==> src/rtl/frame_tx_pkg.sv <==
// Shared types and default sizing for the serial frame transmitter.
package frame_tx_pkg;

    localparam int LEN_W_DEF     = 4;
    localparam int PARITY_EN_DEF = 1;
    localparam int CNT_W_DEF     = 8;

    typedef enum logic [1:0] {
        ST_IDLE    = 2'd0,
        ST_LEN     = 2'd1,
        ST_PAYLOAD = 2'd2,
        ST_PARITY  = 2'd3
    } state_t;

endpackage

==> src/rtl/tx_bit_counter.sv <==
// Loadable down-counter with a zero flag; paces the length field and the payload.
module tx_bit_counter #(
    parameter int W = 4
) (
    input  logic         clk,
    input  logic         rst,
    input  logic         load,
    input  logic [W-1:0] load_val,
    input  logic         dec,
    output logic         zero
);

    logic [W-1:0] cnt_d, cnt_q;

    always_comb begin
        cnt_d = cnt_q;
        if (load) begin
            cnt_d = load_val;
        end else if (dec && cnt_q != '0) begin
            cnt_d = cnt_q - 1'b1;
        end
    end

    always_ff @(posedge clk) begin
        if (rst) begin
            cnt_q <= '0;
        end else begin
            cnt_q <= cnt_d;
        end
    end

    assign zero = (cnt_q == '0);

endmodule

==> src/rtl/frame_transmitter.sv <==
// Receives a length-prefixed serial frame on RcIn and retransmits the payload
// (plus optional even parity) on txOut with one cycle of latency.
module frame_transmitter
    import frame_tx_pkg::*;
#(
    parameter int LEN_W     = LEN_W_DEF,
    parameter int PARITY_EN = PARITY_EN_DEF,
    parameter int CNT_W     = CNT_W_DEF
) (
    input  logic             clk,
    input  logic             rst,
    input  logic             RcIn,
    input  logic             start,
    input  logic             abort,
    output logic             txOut,
    output logic             txValid,
    output logic             txAbort,
    output logic             startSeen,
    output logic             txDone,
    output logic             busy,
    output logic [CNT_W-1:0] frameCount
);

    state_t             state_d, state_q;
    logic [LEN_W-1:0]   len_d, len_q, len_shift;
    logic               par_d, par_q;
    logic               tx_out_d, tx_out_q;
    logic               tx_valid_d, tx_valid_q;
    logic               tx_abort_d, tx_abort_q;
    logic               start_seen_d, start_seen_q;
    logic               tx_done_d, tx_done_q;
    logic               busy_d, busy_q;
    logic [CNT_W-1:0]   count_d, count_q;

    logic               cnt_load, cnt_dec, cnt_zero, end_body;
    logic [LEN_W-1:0]   cnt_load_val;

    tx_bit_counter #(.W(LEN_W)) u_cnt (
        .clk      (clk),
        .rst      (rst),
        .load     (cnt_load),
        .load_val (cnt_load_val),
        .dec      (cnt_dec),
        .zero     (cnt_zero)
    );

    always_comb begin
        state_d      = state_q;
        len_d        = len_q;
        par_d        = par_q;
        tx_out_d     = 1'b0;
        tx_valid_d   = 1'b0;
        tx_abort_d   = 1'b0;
        start_seen_d = 1'b0;
        tx_done_d    = 1'b0;
        count_d      = count_q;
        cnt_load     = 1'b0;
        cnt_load_val = '0;
        cnt_dec      = 1'b0;
        end_body     = 1'b0;
        len_shift    = LEN_W'({len_q, RcIn});

        case (state_q)
            ST_IDLE: begin
                if (start) begin
                    state_d      = ST_LEN;
                    start_seen_d = 1'b1;
                    len_d        = '0;
                    par_d        = 1'b0;
                    cnt_load     = 1'b1;
                    cnt_load_val = LEN_W'(LEN_W - 1);
                end
            end
            ST_LEN: begin
                len_d = len_shift;
                if (!cnt_zero) begin
                    cnt_dec = 1'b1;
                end else if (len_shift != '0) begin
                    state_d      = ST_PAYLOAD;
                    cnt_load     = 1'b1;
                    cnt_load_val = len_shift;
                end else begin
                    end_body = 1'b1;
                end
            end
            // Counter holds the bits still to sample; the extra cycle at zero
            // is the one where the last payload bit is on the wire.
            ST_PAYLOAD: begin
                if (!cnt_zero) begin
                    tx_out_d   = RcIn;
                    tx_valid_d = 1'b1;
                    par_d      = par_q ^ RcIn;
                    cnt_dec    = 1'b1;
                end else begin
                    end_body = 1'b1;
                end
            end
            ST_PARITY: begin
                state_d   = ST_IDLE;
                tx_done_d = 1'b1;
                count_d   = count_q + 1'b1;
            end
            default: state_d = ST_IDLE;
        endcase

        if (end_body) begin
            if (PARITY_EN != 0) begin
                state_d    = ST_PARITY;
                tx_out_d   = par_q;
                tx_valid_d = 1'b1;
            end else begin
                state_d   = ST_IDLE;
                tx_done_d = 1'b1;
                count_d   = count_q + 1'b1;
            end
        end

        // Abort beats everything, including a completion on the same edge.
        if (abort && state_q != ST_IDLE) begin
            state_d      = ST_IDLE;
            tx_out_d     = 1'b0;
            tx_valid_d   = 1'b0;
            tx_done_d    = 1'b0;
            start_seen_d = 1'b0;
            tx_abort_d   = 1'b1;
            count_d      = count_q;
            cnt_load     = 1'b0;
            cnt_dec      = 1'b0;
        end

        busy_d = (state_d != ST_IDLE);
    end

    always_ff @(posedge clk) begin
        if (rst) begin
            state_q      <= ST_IDLE;
            len_q        <= '0;
            par_q        <= 1'b0;
            tx_out_q     <= 1'b0;
            tx_valid_q   <= 1'b0;
            tx_abort_q   <= 1'b0;
            start_seen_q <= 1'b0;
            tx_done_q    <= 1'b0;
            busy_q       <= 1'b0;
            count_q      <= '0;
        end else begin
            state_q      <= state_d;
            len_q        <= len_d;
            par_q        <= par_d;
            tx_out_q     <= tx_out_d;
            tx_valid_q   <= tx_valid_d;
            tx_abort_q   <= tx_abort_d;
            start_seen_q <= start_seen_d;
            tx_done_q    <= tx_done_d;
            busy_q       <= busy_d;
            count_q      <= count_d;
        end
    end

    assign txOut      = tx_out_q;
    assign txValid    = tx_valid_q;
    assign txAbort    = tx_abort_q;
    assign startSeen  = start_seen_q;
    assign txDone     = tx_done_q;
    assign busy       = busy_q;
    assign frameCount = count_q;

endmodule

==> config.mk <==
export PLATFORM = sky130hd
export DESIGN_NAME = frame_transmitter
export DESIGN_NICKNAME = d
export VERILOG_FILES = /design/src/rtl/frame_tx_pkg.sv /design/src/rtl/tx_bit_counter.sv /design/src/rtl/frame_transmitter.sv
export SDC_FILE = /design/constraint.sdc
export NUM_CORES = 1
export LEC_CHECK = 0
export ABC_AREA = 1
export CAP_MARGIN = 20
export CORE_MARGIN = 2
export CORE_UTILIZATION = 40
export CTS_CLUSTER_SIZE = 30
export DETAILED_ROUTE_END_ITERATION = 7
export GPL_ROUTABILITY_DRIVEN = 0
export PLACE_DENSITY_LB_ADDON = 0.12
export SETUP_SLACK_MARGIN = 0.5
export SLEW_MARGIN = 20
export SYNTH_ARGS = -nofsm -noshare
export SYNTH_HDL_FRONTEND = slang
export SYNTH_SLANG_ARGS = --single-unit
export TNS_END_PERCENT = 1
==> constraint.sdc <==
create_clock -name clk -period 1.3 [get_ports clk]
set_input_delay 0.26 -clock clk [delete_from_list [all_inputs] [get_ports clk]]
set_output_delay 0.26 -clock clk [all_outputs]
set_load 0.01 [all_outputs]
==> results.toml <==
[worst_setup_path]
crit_slowest_cell = "dfxtp_4"
crit_path_max_fanout = 5
reg2reg_slack_ns = -0.19
crit_buf_inv = 2
worstPathCellList = "inv_4 > ha_4 > inv_4 > nand2_4 > nand2_4 > nor3_4 > nand2_2 > o21ai_2 > nand2_1 > nor2_1"
critPathLaunchType = "flip-flop"
cp_data_arrival_time_ns = 1.78
endpoint_kind = "flip-flop"
crit_path_max_incr_delay_ns = 0.39
rr_worst_depth = 10
reg2reg_to = "frameCount[6]"
criticalPathCategory = "reg -> reg"
cp_top_family = "simple AND/OR/NAND/NOR gates"
rr_startpoint = "state_q[0]"
critPathRequiredTime_ns = 1.58
cp.depth = 10

[routing]
wl_um = 3340
drc = 0
route.vias.total = 1362
first_pass_iters = 4
wl_per_cell_um = 11.68
routed_via_density = 4.762
drtIter0Drc = 59
drt.antenna.violating_nets = 0

[job]
max_cap_violations = 0

[global_route]
grt_max_degree = 15
grt_pass1_vias = 1220
grt_antenna_before_repair = 0
grt_pass1_wl_um = 5085
grt_use_total_pct = 18.48
grt_remaining_overflow = 0

[floorplan]
die_width_um = 61.39
row_count = 20
die_y_um = 61.39
core_area_mm2 = 0.003103
start_util_pct = 42.46
dieArea_mm2 = 0.003769
io_pins = 19

[min_path]
worstHoldStart = "frameCount[0]"
min_to = "frameCount[0]"
hold_class = "reg -> reg"
hold_path_depth = 1

[synthesis]
ys_types = 28
ys_seq_area_share_pct = 36.47
avgSynthCellArea_um2 = 7.008
ys_ff_latch = 24
syn_area_mm2 = 0.001318
ys_top_cells_by_count = "nand2_1 (44), inv_1 (27), dfxtp_1 (24)"
synth_cells = 188
yosys.area.top_type = "dfxtp_1"
synth_edf_count = 0
synth_ff_type = "dfxtp_1"
synth_top_area_share_pct = 36.47
yosysWarnings = 0
synth_area_leaders = "dfxtp_1 (36%), nand2_1 (13%), inv_1 (7.7%)"
synthesis.nets = 200
async_flop_share_pct = 0
synth_most_common_cell = "nand2_1"

[status]
status = "finished with violations"
violations = "setup timing"

[timing]
final_hold_viol_count = 0
post-route-period-util_pct = 114.9
fin_crit_ns = 1.493
max_freq_ghz = 0.6696
worst_slack_ns = -0.1935
grt_setup_unrepaired = "true"
finalMaxSlewViolations = 0
fin_skew_ns = 0.005232
setup_viol = 16
worst_slew_pin_slew_ns = 0.2300
max_slew_margin_pct = 84.51

[power_and_ir_drop]
irDropWorstVdd_mv = 1.038
swShare_pct = 39.57
p_per_area_mw_per_mm2 = 1789
power.leakage_nw = 0.9283
comb_power_share_pct = 57.5
seq_power_share_pct = 26.6
p_int_w = 0.002149
clockPowerShare_pct = 15.9
p_sw_w = 0.001408

[placement]
dp_hpwl_um = 2481
port_buffers = 18
place_ws_ns = -0.3269
dpl_cell_area_mm2 = 0.001817

[final_layout]
seqCellArea_um2 = 506.7
drive_gt1_share_pct = 41.32
design_area_mm2 = 0.001988
utilization_pct = 64.07
diodes = 0
num-nets-final = 255
fillers = 284
multi_input_area_um2 = 829.5
area_growth_pct = 50.90

[cts]
numCtsBuffers = 3
cts_tree = "done"
insertion_delay_ns = 0.33
clk_pin_slew_worst_paths_ns = 0.15
cts_hold_buf = 0
cts_num_sinks = 24
root_buffer = "clkbuf_4"
htreeDepth = 1
cts_buffer_depth = 2
==> state kept, by name, indices dropped and copies added, names as in the netlist <==
register and flops:
frameCount 8, u_cnt.cnt_q 4, len_q 3, state_q 2
busy 1, par_q 1, startSeen 1, txAbort 1
txDone 1, txOut 1, txValid 1
==> layout by cell type (no fill, tap or decap), types with 4 or more instances in the layout <==
cell type        count
o21ai_1              5
nand2_1             39
dfxtp_4              6
buf_4               34
buf_6                5
nor2_1              21
inv_1               22
a21oi_2              4
inv_2                4
nand2_2              5
inv_4                4
dfxtp_1             15
clkdlybuf4s50_1      4
nand3_1              8
ha_1                 4
a21oi_1              7
buf_2                4
o21ai_0              8
clkdlybuf4s15_2      4
==> cell type report <==
cell class                 instances  share of cell area [%]
clock buffer                       3                   1.133
multi-input combinational        132                   41.72
timing repair buffer              52                   21.21
clock inverter                     1                   1.510
sequential                        24                   25.49
tap                               44                   2.769
inverter                          30                   6.167
==> per-layer routing <==
layer	track usage (%)	wire [µm]	part of all wire [%]
met5	0	0	0
met4	8.511	51	1.5
met3	3.151	104	3.1
met2	30.24	1579	47
met1	23.78	1603	48
==> stage by stage <==
stage                TNS, ns  hold slack, ns  instances  power, W
finish                -1.407          0.4754        286  0.003557
global route          -3.104          0.5041        286  0.003814
CTS                   -1.463          0.4868        283  0.003370
detailed placement    -3.978          0.4758        279  0.002768
global placement      -3.505          0.4692        279  0.002730
floorplan           -0.01240          0.3361        188  0.002061
==> kinds of logic (layout without fill, tap and decap cells) <==
logic type	count (synthesis)	count (layout)	share of synthesized area [%]
DFF	24	24	36.47
adders and majority gates	7	7	6.647
buffers and inverters	32	86	9.402
and+or+nand+nor	91	91	32.57
AOI/OAI and AO/OA	32	32	13.58
xor gates and xnor gates	2	2	1.330
==> power groups by stage <==
stage | Clock [W] | Sequential (W) | Combinational, W
4_1_cts | 0.000575 | 0.000927 | 0.00187
6_report | 0.000565 | 0.000947 | 0.00204
3_5_place_dp | 0 | 0.000942 | 0.00183
5_1_grt | 0.000594 | 0.000964 | 0.00226
2_1_floorplan | 0 | 0.000952 | 0.00111
3_3_place_gp | 0 | 0.000941 | 0.00179
==> repair_timing <==
action	4_1_cts	5_1_grt
buffers inserted	0	3
pin swaps	1	9
endpoints found under the setup margin	38	38
gates resized for setup	61	37
==> worst max path at each step <==
stage | start | to | slack (ns)
after CTS | state_q[0] | frameCount[6] | -0.16
final | state_q[0] | frameCount[6] | -0.19
after detailed placement | abort | frameCount[6] | -0.33
after global routing | u_cnt.cnt_q[0] | u_cnt.cnt_q[1] | -0.27
after global placement | abort | frameCount[6] | -0.28
after floorplan | state_q[1] | busy | -0.007
No activity file was read; power rests on OpenSTA's default activity.
